<file path="config.mk">
export PLATFORM = sky130hd
export DESIGN_NAME = updown_counter
export DESIGN_NICKNAME = d
export VERILOG_FILES = /design/src/rtl/counter_pkg.sv /design/src/rtl/counter_step.sv /design/src/rtl/updown_counter.sv
export SDC_FILE = /design/constraint.sdc
export NUM_CORES = 1
export LEC_CHECK = 0
export ABC_CLOCK_PERIOD_IN_PS = 7710
export CAP_MARGIN = 20
export CORE_MARGIN = 4
export CORE_UTILIZATION = 50
export DETAILED_ROUTE_END_ITERATION = 8
export PLACE_DENSITY = 0.83
export SKIP_LAST_GASP = 1
export SLEW_MARGIN = 10
export SYNTH_ARGS = -nofsm -noshare
export SYNTH_HDL_FRONTEND = slang
export SYNTH_SLANG_ARGS = --single-unit
</file>
<file path="constraint.sdc">
create_clock -name clk -period 7.71 [get_ports clk]
set_input_delay 1.542 -clock clk [delete_from_list [all_inputs] [get_ports clk]]
set_output_delay 1.542 -clock clk [all_outputs]
set_load 0.02 [all_outputs]
</file>
<file path="src/rtl/counter_pkg.sv">
// Shared encodings for the up/down counter family: count direction and
// limit behaviour (wrap or hold).
package counter_pkg;
    localparam logic CNT_DN = 1'b0;
    localparam logic CNT_UP = 1'b1;

    localparam int SAT_WRAP = 0;
    localparam int SAT_HOLD = 1;
endpackage

</file>
<file path="src/rtl/counter_step.sv">
// Combinational next-count for one enabled step: handles the limits and the
// wrap/hold choice, and flags when the step is a limit event.
module counter_step
    import counter_pkg::*;
#(
    parameter int WIDTH    = 5,
    parameter int SATURATE = SAT_WRAP
) (
    input  logic [WIDTH-1:0] cnt,
    input  logic [WIDTH-1:0] max_val,
    input  logic             dir,
    output logic [WIDTH-1:0] nxt,
    output logic             lim_evt
);

    logic [WIDTH-1:0] dec;

    always_comb begin
        nxt     = cnt;
        lim_evt = 1'b0;
        dec     = cnt - WIDTH'(1);
        if (dir == CNT_UP) begin
            // >= rather than == so a count left above a lowered max_val still terminates
            if (cnt >= max_val) begin
                lim_evt = 1'b1;
                nxt     = (SATURATE == SAT_HOLD) ? max_val : '0;
            end else begin
                nxt = cnt + WIDTH'(1);
            end
        end else begin
            if (cnt == '0) begin
                lim_evt = 1'b1;
                nxt     = (SATURATE == SAT_HOLD) ? '0 : max_val;
            end else begin
                nxt = (dec > max_val) ? max_val : dec;
            end
        end
    end

endmodule

</file>
<file path="src/rtl/updown_counter.sv">
// Programmable-modulus up/down counter with wrap or saturate, a registered
// limit-event pulse and a sticky overflow flag.
module updown_counter
    import counter_pkg::*;
#(
    parameter int WIDTH    = 5,
    parameter int RST_VAL  = 0,
    parameter int SATURATE = SAT_WRAP
) (
    input  logic             clk,
    input  logic             rst,
    input  logic             clr,
    input  logic             load,
    input  logic             enab,
    input  logic             dir,
    input  logic [WIDTH-1:0] cnt_in,
    input  logic [WIDTH-1:0] max_val,
    output logic [WIDTH-1:0] cnt_out,
    output logic             evt,
    output logic             ovf,
    output logic             at_lim
);

    logic [WIDTH-1:0] cnt_q, cnt_d;
    logic             evt_q, evt_d;
    logic             ovf_q, ovf_d;
    logic [WIDTH-1:0] step_nxt;
    logic             step_evt;

    counter_step #(
        .WIDTH    (WIDTH),
        .SATURATE (SATURATE)
    ) u_step (
        .cnt     (cnt_q),
        .max_val (max_val),
        .dir     (dir),
        .nxt     (step_nxt),
        .lim_evt (step_evt)
    );

    // clr > load > enab
    always_comb begin
        cnt_d = cnt_q;
        evt_d = 1'b0;
        ovf_d = ovf_q;
        if (clr) begin
            cnt_d = '0;
            ovf_d = 1'b0;
        end else if (load) begin
            cnt_d = (cnt_in > max_val) ? max_val : cnt_in;
            ovf_d = 1'b0;
        end else if (enab) begin
            cnt_d = step_nxt;
            evt_d = step_evt;
            ovf_d = ovf_q | step_evt;
        end
    end

    always_ff @(posedge clk or posedge rst) begin
        if (rst) begin
            cnt_q <= WIDTH'(RST_VAL);
            evt_q <= 1'b0;
            ovf_q <= 1'b0;
        end else begin
            cnt_q <= cnt_d;
            evt_q <= evt_d;
            ovf_q <= ovf_d;
        end
    end

    assign cnt_out = cnt_q;
    assign evt     = evt_q;
    assign ovf     = ovf_q;
    assign at_lim  = (dir == CNT_UP) ? (cnt_q >= max_val) : (cnt_q == '0);

endmodule

</file>
==> implementation parameters, run 1 <==
Parameter                              Value

Detailed routing
  DR pass1 iterations ... 5
  Wirelength per Cell ... 15.1 µm
  Via count of the routed design ... 1,023
  Via count normalized by instance count ... 6.05
  DRC violations left ... 0
  Final Routed Wirelength ... 2.55 mm
  Initial detailed-routing violation count ... 33
  Number of nets with antenna violations after routing ... 0

Global routing
  Global route overflow ... 0
  Antenna violations before repair ... 0
  Overall track demand over capacity in global routing ... 0.193
  Vias in the first global route ... 935
  Pin count of the biggest net entering global routing ... 19
  First-pass GRT wire length ... 4.17 mm

Synth
  Warnings, synthesis ... 0
  Avg Inst Size Synth ... 8.63 µm²
  Portion of synthesized cell area occupied by the leading cell type ... 0.204
  Sequential element share of the synthesized area ... 0.168
  Syn Inst Count ... 121
  Post-Syn Nets ... 154
  Share of synthesized flip-flops with an asynchronous set or reset ... 1.00
  Largest cells by area after synthesis ... sky130_fd_sc_hd__ha_1 20%, sky130_fd_sc_hd__dfrtp_1 17%, sky130_fd_sc_hd__mux2i_1 4.8%, sky130_fd_sc_hd__a21oi_1 4.3%, sky130_fd_sc_hd__inv_1 4.3%
  Post-synthesis cell type count ... 40
  Main synth FF type ... sky130_fd_sc_hd__dfrtp_1
  Register bit count reported by yosys ... 7
  Dominant cell type by area after synthesis ... sky130_fd_sc_hd__ha_1
  Number of synthesized flops with an enable pin ... 0
  Post-synthesis cell area ... 1040 µm²

Clock network
  Post-CTS setup repair buffer count ... 0
  Total number of H-tree levels ... 1
  CTS clock-pin slew for the worst setup and hold paths ... 0.05 ns
  Clock tree from TritonCTS ... done
  Clock insertion delay at the later pin of the skew report ... 0.24 ns
  Clock tree buffer depth ... 2
  Quantity of gates resized following cts ... 0
  Total clock sinks ... 7
  # hold bufs at CTS ... 0
  CTS buffer count ... 3
  Clock root buffer master ... sky130_fd_sc_hd__clkbuf_4

Power
  Sequential share of power ... 0.233
  Sw Share ... 0.432
  Internal power consumption ... 0.122 mW
  Power per unit of standard cell area ... 165 nW/µm²
  Switching power total ... 0.0928 mW
  Clock power share ... 0.146
  Leakage ... 0.591 nW
  Post-route total power ... 0.215 mW
  Peak supply drop ... 0.110 mV
  Combinational share of power ... 0.621

Outcome
  Result of the run ... finished, final reports clean

Worst setup path
  Cell at the slowest stage of the critical path ... sky130_fd_sc_hd__clkdlybuf4s50_1
  Most frequent cell on the critical path ... sky130_fd_sc_hd__clkdlybuf4s50_1
  Startpoint types ... primary input
  Required time worst endpoint ... 6.17 ns
  Worst setup EP type ... output port
  Maximum fanout count along the critical path ... 7
  Data arrival time of the critical path ... 3.83 ns
  Critical Setup Path Class ... in -> out
  Maximum cell stage delay along the critical path ... 0.53 ns
  Cells traversed along the worst timing path ... clkdlybuf4s50_1 > inv_1 > ha_1 > a21oi_1 > o21ai_1 > a311o_1 > o21a_2 > clkdlybuf4s50_1

Die
  Boundary Pins ... 24
  Area of the die ... 2880 µm²
  Horiz. Die Dim ... 53.7 µm
  Die outline height ... 53.7 µm
  Total core area ... 1980 µm²
  Initial core utilization ... 0.527
  Standard-cell rows ... 16

STA
  Final Slew Violations ... 0
  Slew of the pin with the lowest slew margin ... 0.638 ns
  Post-route worst hold slack ... 0.524 ns
  Number of hold violations in the final report ... 0
  Fin crit period ... 5.37 ns
  Final setup slack of the worst path ... 2.34 ns
  Fin crit share ... 0.696
  Worst Skew ... 0.00213 ns
  Final Setup Violations ... 0
  Relative slew slack ... 0.573
  Peak clock frequency supported by timing ... 186 MHz
  Summed negative setup slack over all endpoints ... 0 ns
  Setup repair after global routing missed its margin ... no

Place
  Half-perimeter wire length of the detailed placement result ... 2.10 mm
  Pre-CTS setup slack ... 2.36 ns
  Count of input and output buffers ... 23
  Final weighted congestion in routability-driven placement ... 0.862

Hold path
  Worst Hold Class ... reg -> reg

Final layout
  Synth-to-layout area growth ... 24.8%
  Share of cells above drive strength 1 ... 0.0704
  Layout Nets ... 176
  Number of diodes added for antenna fixing ... 0
  Final Core Density ... 0.658

Job
  Number of maximum-capacitance constraint violations ... 0
cells by family after synthesis:
family / count (synthesis) / share of synthesized area
AO/OA/AOI/OAI: 39 / 0.290
AND/OR/NAND/NOR: 30 / 0.174
buffers and inverters: 18 / 0.0730
adder cells (fa/ha/maj): 17 / 0.204
flip-flops: 7 / 0.168
multiplexers: 6 / 0.0587
XOR/XNOR: 4 / 0.0335
metal layers:
metal | vias to the layer above | wire (µm) | track usage
met2 | 49 | 1210 | 0.327
met4 | 0 | 19 | 0.0128
li1 | 498 | - | -
met3 | 4 | 193 | 0.0332
met5 | - | 0 | 0
met1 | 472 | 1130 | 0.265
power by group through the flow:
stage               Combinational (mW)  Sequential (mW)  Clock [mW]
finish                           0.133           0.0501      0.0314
global route                     0.145           0.0508      0.0346
CTS                              0.133           0.0498      0.0332
detailed placement               0.132           0.0503           0
global placement                 0.129           0.0502           0
floorplan                       0.0930           0.0514           0
flip-flops by register name (all words and copies together), names as in the netlist:
name	count
evt	1
ovf	1
cnt_out	5
path summary, 6_finish.rpt:
| check | startpoint | end | slack (ns) | cells past startpoint |
|---|---|---|---|---|
| worst max-delay path | max_val[2] | at_lim | 2.34 | 8 |
| worst min-delay path | ovf$_DFFE_PP0P_ | ovf$_DFFE_PP0P_ | 0.52 | 2 |
| worst max register to register | cnt_out[0]$_DFFE_PP0P_ | cnt_out[3]$_DFFE_PP0P_ | 4.69 | 11 |
| worst min register to register | ovf$_DFFE_PP0P_ | ovf$_DFFE_PP0P_ | 0.52 | 2 |
| max in group asynchronous | rst | cnt_out[3]$_DFFE_PP0P_ | 5.99 | 2 |
| min in group asynchronous | rst | cnt_out[0]$_DFFE_PP0P_ | 1.52 | 2 |
per-stage QoR:
stage,instance area [µm²],std cells
6_report,1300,169
5_1_grt,1300,169
4_1_cts,1300,169
3_5_place_dp,1280,165
3_3_place_gp,1280,165
2_1_floorplan,1040,121
cell type report:
class,instances,area [µm²]
clock buffer,4,26.3
fill,153,678
inverter,12,45.0
multi-input combinational,96,793
sequential,7,175
tap,27,33.8
timing repair buffer,23,230
synthesized netlist by cell type (all sizes together), types with 2 or more instances:
cell type / instances
ha: 17
inv: 12
a21oi: 10
nor3: 8
dfrtp: 7
a211o: 5
mux2i: 5
o21ai: 5
clkbuf: 4
nand2: 4
nand3: 4
nor2: 4
nor2b: 4
xor2: 4
a211oi: 3
a31oi: 2
buf: 2
nor3b: 2
o211a: 2
o21a: 2
o22ai: 2
layout by cell type (no fill, tap or decap), drive strengths merged:
master / count
a2111oi: 1
o22ai: 2
dfrtp: 7
o31a: 1
o21ai: 5
nor3: 8
clkdlybuf4s50: 23
a31oi: 2
nor3b: 2
a211o: 5
or3: 1
nand3b: 1
nand4: 1
a211oi: 3
o211a: 2
nor4b: 1
a311o: 1
xor2: 4
nand3: 4
mux2i: 5
inv: 12
a311oi: 1
o32ai: 1
nand2: 4
nor2b: 4
o22a: 1
clkbuf: 4
o31ai: 1
ha: 17
mux2: 1
nor2: 4
o21a: 2
a21o: 1
a21oi: 10
worst max-delay path: cells and delay by family:
kind                     cells  cell delay [ns]
adder cells (fa/ha/maj)      1             0.31
AO/OA/AOI/OAI                4             0.86
buffers and inverters        3             1.11
(Power assumes the default switching activity.)
==> run 2, diff against run 1 <==
--- a/config.mk
+++ b/config.mk
@@ -5,12 +5,12 @@
 export SDC_FILE = /design/constraint.sdc
 export NUM_CORES = 1
 export LEC_CHECK = 0
-export ABC_CLOCK_PERIOD_IN_PS = 7710
+export ABC_CLOCK_PERIOD_IN_PS = 4430
 export CAP_MARGIN = 20
 export CORE_MARGIN = 4
-export CORE_UTILIZATION = 50
+export CORE_UTILIZATION = 45
 export DETAILED_ROUTE_END_ITERATION = 8
-export PLACE_DENSITY = 0.83
+export PLACE_DENSITY = 0.79
 export SKIP_LAST_GASP = 1
 export SLEW_MARGIN = 10
 export SYNTH_ARGS = -nofsm -noshare
==> constraint.sdc (replaced) <==
create_clock -name clk -period 4.43 [get_ports clk]
set_input_delay 0.886 -clock clk [delete_from_list [all_inputs] [get_ports clk]]
set_output_delay 0.886 -clock clk [all_outputs]
set_load 0.02 [all_outputs]
==> run 2 against run 1 <==
  * First-iteration DRC count decreased by 52%
  * Sequential cell count unchanged
  * Clock skew decreased by 0.0014 ns
  * Clock power increased by 87%
  * Global-route usage decreased by 1.3 points
  * Hold slack improved by 0.0058 ns
  * Via count decreased by 1.8%
  * Power increased by 76%
  * Critical path depth unchanged
  * Worst setup slack got worse by 2.0 ns
  * Final area about the same
  * Highest routed layer unchanged
==> implementation parameters, run 2 (synthesis gave the netlist of run 1 again) <==
Parameter                              Value

Die
  Total core area ... 2210 µm² (+12%)
  Area of the die ... 3160 µm² (+9.4%)
  Die outline height ... 56.2 µm (+4.6%)
  Horiz. Die Dim ... 56.2 µm (+4.6%)
  Initial core utilization ... 0.472 (-0.0549)
  Boundary Pins ... 24 (unchanged)
  Standard-cell rows ... 17 (+1)

Final layout
  Most common cell after layout, fill and taps aside ... sky130_fd_sc_hd__clkdlybuf4s50_1
  Number of diodes added for antenna fixing ... 0 (unchanged)
  Number of flip-flops in the largest register ... 5 (unchanged)
  Layout Nets ... 176 (unchanged)
  Synth-to-layout area growth ... 24.9% (about the same)
  Share of cells above drive strength 1 ... 0.0704 (unchanged)
  Final Core Density ... 0.590 (-0.0679)
  Commonest cells after routing, fill and taps aside ... 23 x sky130_fd_sc_hd__clkdlybuf4s50_1, 17 x sky130_fd_sc_hd__ha_1, 12 x sky130_fd_sc_hd__inv_1

Worst setup path
  Cell at the slowest stage of the critical path ... sky130_fd_sc_hd__clkdlybuf4s50_1
  Critical Setup Path Class ... in -> out
  Most frequent cell on the critical path ... sky130_fd_sc_hd__clkdlybuf4s50_1
  Reg2reg start ... cnt_out[0]$_DFFE_PP0P_
  Cells traversed along the worst timing path ... clkdlybuf4s50_1 > inv_1 > ha_1 > a21oi_1 > o21ai_1 > a311o_1 > o21a_2 > clkdlybuf4s50_1
  Data arrival time of the critical path ... 3.19 ns (-0.64 ns)
  Maximum fanout count along the critical path ... 7 (unchanged)
  R2R Path End ... cnt_out[3]$_DFFE_PP0P_
  Required time worst endpoint ... 3.54 ns (-2.63 ns)
  Startpoint types ... primary input
  Worst Reg-to-Reg Cells ... 11 (unchanged)
  Reg2reg setup slack ... 1.50 ns (-3.19 ns)
  Worst setup EP type ... output port
  Origin of the worst setup path ... max_val[2]
  Maximum cell stage delay along the critical path ... 0.53 ns (about the same)

Clock network
  Clock insertion delay at the later pin of the skew report ... 0.26 ns (+0.02 ns)
  # hold bufs at CTS ... 0 (unchanged)
  Total clock sinks ... 7 (unchanged)
  Total number of H-tree levels ... 1 (unchanged)
  CTS clock-pin slew for the worst setup and hold paths ... 0.05 ns (about the same)
  Post-CTS setup repair buffer count ... 0 (unchanged)
  Clock tree from TritonCTS ... done
  Quantity of gates resized following cts ... 0 (unchanged)
  CTS buffer count ... 3 (unchanged)
  Clock tree buffer depth ... 2 (unchanged)
  Clock root buffer master ... sky130_fd_sc_hd__clkbuf_4

Global routing
  Antenna violations before repair ... 0 (unchanged)
  Vias in the first global route ... 985 (+5.3%)
  Overall track demand over capacity in global routing ... 0.180 (-0.0132)
  First-pass GRT wire length ... 4.57 mm (+9.4%)
  Pin count of the biggest net entering global routing ... 19 (unchanged)
  Global route overflow ... 0 (unchanged)

STA
  Fin crit period ... 4.08 ns
  Relative slew slack ... 0.562 (-0.0111)
  Slew of the pin with the lowest slew margin ... 0.655 ns (+0.0167 ns)
  Final Setup Violations ... 0 (unchanged)
  Summed negative setup slack over all endpoints ... 0 ns (unchanged)
  Setup repair after global routing missed its margin ... no
  Worst Skew ... 0.000723 ns (-0.00141 ns)
  Final Slew Violations ... 0 (unchanged)
  Peak clock frequency supported by timing ... 245 MHz
  Final setup slack of the worst path ... 0.354 ns (-1.99 ns)
  Number of hold violations in the final report ... 0 (unchanged)
  Fin crit share ... 0.920

Place
  Final weighted congestion in routability-driven placement ... 0.860 (-0.20%)
  Half-perimeter wire length of the detailed placement result ... 2.23 mm (+5.9%)
  Count of input and output buffers ... 23 (unchanged)
  Pre-CTS setup slack ... 0.347 ns (-2.01 ns)

Detailed routing
  DR pass1 iterations ... 4 (-1)
  Initial detailed-routing violation count ... 16 (-52%)
  Via count of the routed design ... 1,005 (-1.8%)
  Final Routed Wirelength ... 2.68 mm (+5.1%)
  Wirelength per Cell ... 15.7 µm (+4.5%)
  Number of nets with antenna violations after routing ... 0 (unchanged)
  DRC violations left ... 0 (unchanged)
  Via count normalized by instance count ... 5.91 (-2.3%)

Hold path
  Worst Hold Class ... reg -> reg
  Worst Hold Path Cells ... 2 (unchanged)
  Hold Crit Start ... ovf$_DFFE_PP0P_
  End point of the worst hold path ... ovf$_DFFE_PP0P_

Job
  Number of maximum-capacitance constraint violations ... 0 (unchanged)

Power
  Leakage ... 0.591 nW (unchanged)
  Peak supply drop ... 0.174 mV (+59%)
  Power per unit of standard cell area ... 290 nW/µm² (+76%)

Outcome
  Result of the run ... finished, final reports clean
## run 2: cell type report
cell class / instances / area, µm²
timing repair buffer: 23 / 230
fill: 217 / 907
sequential: 7 / 175
multi-input combinational: 96 / 793
clock buffer: 4 / 26.3
tap: 28 / 35.0
inverter: 12 / 45.0
## run 2: per-stage QoR
stage | instances | total power, mW | instance area (µm²) | hold slack, ns
2_1_floorplan | 121 | 0.251 | 1040 | 0.610
3_3_place_gp | 166 | 0.312 | 1280 | 0.514
3_5_place_dp | 166 | 0.319 | 1280 | 0.523
4_1_cts | 170 | 0.381 | 1310 | 0.531
5_1_grt | 170 | 0.409 | 1310 | 0.555
6_report | 170 | 0.379 | 1310 | 0.530
## run 2: worst max-delay path by stage
stage / to
after global routing: at_lim
after floorplan: at_lim
final: at_lim
after detailed placement: at_lim
after global placement: at_lim
after CTS: at_lim
## run 2: critical path, delay by kind of cell
| family | cells | cell delay [ns] |
|---|---|---|
| compound gates | 4 | 0.87 |
| buf+inv | 3 | 1.12 |
| fa+ha+maj | 1 | 0.31 |
## run 2: where the power goes
part | switching (mW) | internal (mW)
Combinational | 0.125 | 0.108
Clock | 0.0244 | 0.0344
Sequential | 0.0164 | 0.0702
## run 2: routing by layer
| metal | wire length, µm | track usage |
|---|---|---|
| met1 | 1200 | 0.232 |
| met2 | 1280 | 0.290 |
| met3 | 143 | 0.0464 |
| met4 | 51 | 0.0576 |
| met5 | 0 | 0 |
